--- src/rtl/chunked_adder_if.sv ---
// Operand/result handshake bundle for chunked_adder.
// Producer drives operands, the adder answers with a registered result.
interface chunked_adder_if #(
  parameter int WIDTH = 32
);
  logic             in_valid;
  logic             in_ready;
  logic [WIDTH-1:0] a;
  logic [WIDTH-1:0] b;
  logic             cin;
  logic             sub;
  logic             out_valid;
  logic             out_ready;
  logic [WIDTH-1:0] sum;
  logic             cout;
  logic             ovf;

  modport master (
    output in_valid, a, b, cin, sub, out_ready,
    input  in_ready, out_valid, sum, cout, ovf
  );

  modport slave (
    input  in_valid, a, b, cin, sub, out_ready,
    output in_ready, out_valid, sum, cout, ovf
  );
endinterface

--- src/rtl/chunked_adder.sv ---
// Multi-cycle add/subtract unit: CHUNK bits per clock through one
// narrow carry chain, carry held in a register between chunks.
module chunked_adder #(
  parameter int WIDTH = 32,
  parameter int CHUNK = 8
) (
  input  logic clk,
  input  logic rst_n,
  chunked_adder_if.slave bus
);
  localparam int NCHUNK = WIDTH / CHUNK;
  localparam int KW = (NCHUNK > 1) ? $clog2(NCHUNK) : 1;

  generate
    if (CHUNK < 1 || CHUNK > WIDTH || (WIDTH % CHUNK) != 0) begin : g_bad
      $error("chunked_adder: WIDTH must be a multiple of CHUNK");
    end
  endgenerate

  typedef enum logic [1:0] {IDLE, RUN, DONE} state_t;

  state_t           state;
  state_t           state_n;
  logic [WIDTH-1:0] a_r;
  logic [WIDTH-1:0] b_r;
  logic             carry;
  logic [KW-1:0]    k;
  logic [WIDTH-1:0] sum_r;
  logic             cout_r;
  logic             ovf_r;
  logic [31:0]      off;
  logic [CHUNK:0]   add;
  logic             last;

  assign off  = 32'(k) * 32'(CHUNK);
  assign add  = {1'b0, a_r[off +: CHUNK]}
              + {1'b0, b_r[off +: CHUNK]}
              + {{CHUNK{1'b0}}, carry};
  assign last = (k == KW'(NCHUNK - 1));

  assign bus.in_ready  = (state == IDLE);
  assign bus.out_valid = (state == DONE);
  assign bus.sum       = sum_r;
  assign bus.cout      = cout_r;
  assign bus.ovf       = ovf_r;

  always_comb begin
    state_n = state;
    unique case (state)
      IDLE:    if (bus.in_valid) state_n = RUN;
      RUN:     if (last) state_n = DONE;
      DONE:    if (bus.out_ready) state_n = IDLE;
      default: state_n = IDLE;
    endcase
  end

  always_ff @(posedge clk or negedge rst_n) begin
    if (!rst_n) begin
      state <= IDLE;
    end else begin
      state <= state_n;
    end
  end

  // Subtract is a + ~b + !cin, so invert b and cin once at accept.
  always_ff @(posedge clk or negedge rst_n) begin
    if (!rst_n) begin
      a_r    <= '0;
      b_r    <= '0;
      carry  <= 1'b0;
      k      <= '0;
      sum_r  <= '0;
      cout_r <= 1'b0;
      ovf_r  <= 1'b0;
    end else begin
      if (state == IDLE && bus.in_valid) begin
        a_r   <= bus.a;
        b_r   <= bus.sub ? ~bus.b : bus.b;
        carry <= bus.cin ^ bus.sub;
        k     <= '0;
      end else if (state == RUN) begin
        sum_r[off +: CHUNK] <= add[CHUNK-1:0];
        carry <= add[CHUNK];
        k     <= k + 1'b1;
        if (last) begin
          cout_r <= add[CHUNK];
          ovf_r  <= (a_r[WIDTH-1] == b_r[WIDTH-1])
                 && (add[CHUNK-1] != a_r[WIDTH-1]);
        end
      end
    end
  end
endmodule

--- src/flat_wrapper.sv ---
// flat-port wrapper written by rule: the top's interface ports become plain ports
module chunked_adder_flat 
#(
  parameter int WIDTH = 32,
  parameter int CHUNK = 8
)
  (clk, rst_n, bus_in_valid, bus_a, bus_b, bus_cin, bus_sub, bus_out_ready, bus_in_ready, bus_out_valid, bus_sum, bus_cout, bus_ovf);
  chunked_adder_if #(.WIDTH(WIDTH)) bus_i ();
  input  logic clk;
  input  logic rst_n;
  input wire logic [$bits(bus_i.in_valid)-1:0] bus_in_valid;
  input wire logic [$bits(bus_i.a)-1:0] bus_a;
  input wire logic [$bits(bus_i.b)-1:0] bus_b;
  input wire logic [$bits(bus_i.cin)-1:0] bus_cin;
  input wire logic [$bits(bus_i.sub)-1:0] bus_sub;
  input wire logic [$bits(bus_i.out_ready)-1:0] bus_out_ready;
  output wire logic [$bits(bus_i.in_ready)-1:0] bus_in_ready;
  output wire logic [$bits(bus_i.out_valid)-1:0] bus_out_valid;
  output wire logic [$bits(bus_i.sum)-1:0] bus_sum;
  output wire logic [$bits(bus_i.cout)-1:0] bus_cout;
  output wire logic [$bits(bus_i.ovf)-1:0] bus_ovf;
  assign bus_i.in_valid = bus_in_valid;
  assign bus_i.a = bus_a;
  assign bus_i.b = bus_b;
  assign bus_i.cin = bus_cin;
  assign bus_i.sub = bus_sub;
  assign bus_i.out_ready = bus_out_ready;
  assign bus_in_ready = bus_i.in_ready;
  assign bus_out_valid = bus_i.out_valid;
  assign bus_sum = bus_i.sum;
  assign bus_cout = bus_i.cout;
  assign bus_ovf = bus_i.ovf;
  chunked_adder #(.WIDTH(WIDTH), .CHUNK(CHUNK)) u_core (.clk(clk), .rst_n(rst_n), .bus(bus_i));
endmodule
--- config.mk ---
export PLATFORM = sky130hd
export DESIGN_NAME = chunked_adder_flat
export DESIGN_NICKNAME = d
export VERILOG_FILES = /design/src/rtl/chunked_adder_if.sv /design/src/rtl/chunked_adder.sv /design/src/flat_wrapper.sv
export SDC_FILE = /design/constraint.sdc
export NUM_CORES = 1
export LEC_CHECK = 0
export CAP_MARGIN = 20
export CORE_MARGIN = 2
export CORE_UTILIZATION = 55
export DETAILED_ROUTE_END_ITERATION = 10
export PLACE_DENSITY = 0.91
export SYNTH_ARGS = -nofsm -noshare
export SYNTH_HDL_FRONTEND = slang
export SYNTH_SLANG_ARGS = --single-unit
--- constraint.sdc ---
create_clock -name clk -period 9.3 [get_ports clk]
set_clock_uncertainty 0.1 [all_clocks]
set_input_delay 0.93 -clock clk [delete_from_list [all_inputs] [get_ports clk]]
set_output_delay 0.93 -clock clk [all_outputs]
set_load 0.005 [all_outputs]
Word level (Yosys, flattened, before mapping)
Cells that the tools add are included.
W data, S select, Z words.
{"block": "op_classes", "addsub": 4, "n_eq_ne": 8, "shifts": 4, "mux": 10, "bitwise": 3, "reduce_logical": 7}
{"operator": "$shiftx A32 B6 Y8", "count": 2}
{"operator": "$neg A5 Y34", "count": 1}
{"operator": "$shift A8 B34 Y32 const A", "count": 1}
{"operator": "$shiftx A8 B34 Y32", "count": 1}
{"operator": "$bwmux W32", "count": 1}
{"operator": "$mux W32", "count": 1}
{"operator": "$not A32 Y32", "count": 1}
{"operator": "$mux W2", "count": 5}
{"operator": "$add A8 B8 Y9", "count": 1}
{"operator": "$add A9 B1 Y9", "count": 1}
{"operator": "$pmux W2 S3", "count": 1}
{"operator": "$reduce_and A3 Y1", "count": 2}
{"operator": "$eq A2 B2 Y1 const B", "count": 2}
{"operator": "$ne A2 B2 Y1 const B", "count": 2}
{"operator": "$add A2 B1 Y2 const B", "count": 1}
{"operator": "$eq A2 B1 Y1 const B", "count": 1}
{"operator": "$logic_and A1 B1 Y1", "count": 2}
{"operator": "$logic_not A2 Y1", "count": 1}
{"operator": "$mux W1", "count": 2}
{"operator": "$ne A2 B1 Y1 const B", "count": 1}
{"operator": "$reduce_and A2 Y1", "count": 1}
{"operator": "$reduce_bool A2 Y1", "count": 1}
{"operator": "$eq A1 B1 Y1", "count": 1}
{"operator": "$ne A1 B1 Y1", "count": 1}
{"operator": "other kinds (2)", "count": 2}
{"block": "totals", "reg_bits": 103, "input_bits": 70, "output_inout_bits": 36, "wordCells": 44}

Longest topological paths before layout
{"block": "depth", "depth_word": 5, "ltp_mapped": 10, "mapped_depth_nobuf": 8}

Least setup slack after synthesis
No wires, ideal clock.
{"block": "synth_path", "kind": "register to register", "start": "register u_core.k[1]", "end": "register u_core.sum_r[6] (netlist: u_core.bus.sum[6])", "setup_time_ns": 0.121, "arrival_ns": 3.064, "required_time_ns": 9.079, "path_slack_ns": 6.015, "stages_incl_launch_ff": 11, "path_buffers": 2, "synth_period_minus_slack_ns": 3.285, "cell_sequence": "dfrtp_1 > clkbuf_1 > clkbuf_1 > mux4_2 > fa_1 > fa_1 > a211oi_1 > o21bai_1 > a21oi_1 > xnor2_1 > a22o_1"}
{"block": "synth_via", "elab_chain_cells": 5, "word_cells_on_any_way": 8, "cone_classes": "add/sub (3); shift (4); mux (1)"}
{"item": "start: declaration", "line_no": "chunked_adder.sv:27", "source": "logic [KW-1:0] k;"}
{"item": "start signal: assignment", "line_no": "chunked_adder.sv:84", "source": "k <= k + 1'b1;"}
{"item": "$shiftx A32 B6 Y8 (on tied branches)", "line_no": "chunked_adder.sv:36, chunked_adder.sv:37"}
{"item": "$add A8 B8 Y9", "line_no": "chunked_adder.sv:37", "source": "+ {1'b0, b_r[off +: CHUNK]}"}
{"item": "$add A9 B1 Y9", "line_no": "chunked_adder.sv:38", "source": "+ {{CHUNK{1'b0}}, carry};"}
{"item": "$shiftx A8 B34 Y32", "line_no": "chunked_adder.sv:82", "source": "sum_r[off +: CHUNK] <= add[CHUNK-1:0];"}
{"item": "$bwmux W32 (*)", "line_no": "chunked_adder.sv:82"}
{"item": "end signal: indexed assignment", "line_no": "chunked_adder.sv:82"}
{"item": "end: declaration", "line_no": "chunked_adder.sv:28", "source": "logic [WIDTH-1:0] sum_r;"}
Every way passes the cells marked *; elsewhere a longest branch is shown, timed or not.
A chain may end at the register's enable or synchronous reset.

Final worst setup path
{"block": "layout_path", "start": "register u_core.k[1]", "end": "register u_core.carry"}
{"block": "layout_via", "elab_chain_cells": 5, "word_cells_on_any_way": 6, "cone_classes": "add/sub (2); shift (2); mux (2)"}
{"item": "$shiftx A32 B6 Y8 (on tied branches)", "line_no": "chunked_adder.sv:36, chunked_adder.sv:37"}
{"item": "$add A8 B8 Y9 (*)", "line_no": "chunked_adder.sv:37"}
{"item": "$add A9 B1 Y9 (*)", "line_no": "chunked_adder.sv:38"}
{"item": "$mux W1 (*)", "line_no": "chunked_adder.sv:81", "source": "end else if (state == RUN) begin"}
{"item": "$mux W1 (*)", "line_no": "chunked_adder.sv:76", "source": "if (state == IDLE && bus.in_valid) begin"}
{"item": "end signal: assignment", "line_no": "chunked_adder.sv:79", "source": "carry <= bus.cin ^ bus.sub;"}
{"item": "end signal: assignment", "line_no": "chunked_adder.sv:83", "source": "carry <= add[CHUNK];"}
{"item": "end: declaration", "line_no": "chunked_adder.sv:26", "source": "logic carry;"}
Every way passes the cells marked *; elsewhere a longest branch is shown, timed or not. The select of a mux whose other input is x is not followed.

==> results.yml <==
global_route:
  antenna_violations_before_repair: 0
  first_global_vias: 3472
  largest_net_degree_at_the_start_of_global_routing: 97
  grt_residual_overflow: 0
  grt.total_usage_pct: 23.0
  first_pass_grt_wire_length_um: 17300
cts:
  number_of_buffers_inserted_for_hold_repair_after_clock_tree_synthesis: 0
  cts_tree: "yes"
  post-cts-setup-buffers: 0
  clk_pin_slew_worst_paths_ns: 0.10
  insertion_delay_ns: 0.37
  total_clock_buffers_created_by_cts: 9
  cts.htree.levels: 3
  clockRootBuffer: "sky130_fd_sc_hd__clkbuf_8"
  clock-sinks: 103
  ctsLongestPathBuffers: 2
  ctsResizeCount: 0
place:
  port-buffer-count: 105
  place_worst_setup_slack_ns: 5.95
  gpl.final_weighted_congestion: 0.837
  dpl.hpwl_um: 7750
critical_path:
  cp-end-kind: "register"
  cp.required_ns: 9.44
  crit_start: "u_core.k[1]"
  timing.reg2reg.setup_slack_ns: 5.88
  timing.reg2reg.worst_path_depth: 8
  timing.critical_path.fanout_max: 20
  critical_path.startpoint_type: "register"
  crit_path_class: "reg -> reg"
  critical_path.reg2reg.startpoint: "u_core.k[1]"
  r2r-end: "u_core.carry"
  cp_data_arrival_time_ns: 3.56
floorplan:
  die_h_um: 98.4
  floorplan.rows: 34
  floorplan.die_area_um2: 9680
  start_util_pct: 56.5
  design.core.area_um2: 8680
  die_w_um: 98.4
  num_io_pins: 106
synthesis:
  post_synth_instance_area_um2: 4900
  synthCells: 395
  seq_area_frac_synth_pct: 52.6
  synth_fp_nets: 480
  ys_seq_elements: 103
  yosys_cell_types: 37
  synthesis.yosys.warnings: 0
  post_synth.cell_area_avg_um2: 12.4
power_and_ir_drop:
  powerDensity_nw_per_um2: 392
  static-leakage-power_nw: 2.56
  design_power_total_mw: 2.45
  power.ir.vdd_worst_mv: 0.202
timing:
  timing.max_slew.rel_slack_pct: 34.7
  period_needed_ns: 3.42
  setup_violations: 0
  timing_max_transition_violations_final: 0
  final.period_utilization_pct: 36.7
  grt_setup_unrepaired: "no"
  setup_tns_ns: 0
  fmaxAchievable_ghz: 0.293
  worst_pin_slew_ns: 0.980
  fin_ws_ns: 5.88
  timing.final.hold_violations: 0
routing:
  detail_route.first_pass.iterations: 4
  first_iter_violations: 139
  num_vias: 3455
  wl_per_cell_um: 17.7
  route.final.wire_length_um: 10700
  ant_nets: 0
  routed_via_density: 5.70
  drc_errors: 0
cells_and_area:
  final_nets: 578
  final_layout_size_suffix_gt1_share_pct: 15.9
  num-fill-cells: 593
  commonest_cells_after_routing_fill_and_taps_aside: "sky130_fd_sc_hd__clkdlybuf4s50_1 (103), sky130_fd_sc_hd__dfrtp_1 (103), sky130_fd_sc_hd__nor2_1 (38), sky130_fd_sc_hd__a21oi_1 (38), sky130_fd_sc_hd__xnor2_1 (37)"
  areaGrowthSynthToFinish_pct: 27.2
  antenna_cells: 0
worst_hold_path:
  worst_hold_path.num_cells: 2
  min-delay-path-class: "reg -> reg"
  holdCritStartpoint: "u_core.bus.sum[23]"
  min_to: "u_core.bus.sum[23]"
status:
  outcome: "complete, no violations"
flow_run:
  maxCapViolations: 0
==> layer usage <==
layer  wire length (um)  vias to the layer above  share of wire, %  GRT usage, %
met4                224                        0               2.1          9.06
met5                  0                        -                 0             0
met2               5470                      147                51          39.0
li1                   -                     1595                 -             -
met3                672                       18               6.3          4.80
met1               4350                     1695                41          29.1
==> final cells by class <==
cell class / count / area (um2) / area share, %
Inverter: 4 / 15.0 / 0.241
Timing Repair Buffer: 107 / 1060 / 17.0
Sequential cell: 103 / 2580 / 41.4
Clock buffer: 10 / 128 / 2.05
Clock inverter: 6 / 109 / 1.75
Multi-Input combinational cell: 268 / 2210 / 35.5
Tap cell: 108 / 135 / 2.17
==> power by group <==
group	internal, mW	total, mW	switching, mW
Sequential	0.647	0.783	0.136
Clock	0.178	0.330	0.152
Combinational	0.633	1.33	0.699
==> sequential cells by signal, indices dropped and copies added (netlist names) <==
name and flops:
u_core.carry 1, u_core.b_r 32, u_core.a_r 32, u_core.k 2
u_core.bus.ovf 1, u_core.state 2, u_core.bus.sum 32, u_core.bus.cout 1
==> worst max-delay path, cell delays in order, from the launching register on <==
cell and delay [ns]:
sky130_fd_sc_hd__dfrtp_1 0.91, sky130_fd_sc_hd__mux4_2 0.43, sky130_fd_sc_hd__fa_1 0.46, sky130_fd_sc_hd__fa_1 0.44, sky130_fd_sc_hd__a211oi_1 0.26, sky130_fd_sc_hd__o21bai_1 0.13, sky130_fd_sc_hd__o311a_1 0.29, sky130_fd_sc_hd__nor2_1 0.15
sky130_fd_sc_hd__a21oi_1 0.11
==> stage by stage <==
step	hold slack [ns]	cell area (um2)	utilization [%]	instances
after floorplan	0.370	4900	-	395
after global placement	0.370	6000	69.1	590
after detailed placement	0.379	6000	69.1	590
after CTS	0.402	6230	71.8	606
after global routing	0.412	6230	71.8	606
final	0.398	6230	71.8	606
==> synthesized netlist by cell type (all sizes together) <==
library cell	n	area, um2
mux2	33	372
fa	2	40.0
o311a	1	10.0
a22o	24	210
nor3	3	30.0
o22ai	1	6.26
a22oi	1	7.51
nand3	2	10.0
mux4	16	360
mux2i	1	10.0
ha	13	163
nand3b	1	7.51
a21o	3	22.5
o211ai	1	7.51
nand2	19	86.3
and2	1	6.26
or2	2	12.5
and2b	1	7.51
nor2b	1	6.26
a211oi	2	15.0
xnor2	37	324
nand2b	4	25.0
clkbuf	5	18.8
nand4	1	6.26
o21bai	2	15.0
buf	15	81.3
or3	5	31.3
a21oi	38	190
inv	4	15.0
xor2	1	8.76
dfrtp	103	2580
o21ai	14	73.8
nor2	38	143
==> cells by family (layout without fill, tap and decap cells) <==
group	count (synthesis)	after routing	share of synthesized area (%)
flops	103	103	52.6
compound gates	87	87	11.4
simple gates	78	78	7.58
mux	50	50	15.1
xor+xnor	38	38	6.79
buf+inv	24	127	2.35
fa+ha+maj	15	15	4.14
==> how the worst max path moves through the flow <==
| stage | end | slack, ns | cells past startpoint |
|---|---|---|---|
| after global routing | u_core.bus.sum[14] | 5.73 | 8 |
| after detailed placement | u_core.carry | 5.95 | 8 |
| after global placement | u_core.bus.sum[22] | 6.02 | 8 |
| final | u_core.carry | 5.88 | 8 |
| after floorplan | u_core.bus.sum[6] | 6.02 | 10 |
| after CTS | u_core.bus.sum[22] | 5.94 | 8 |
Note: power is estimated with default switching activity, not from simulation.
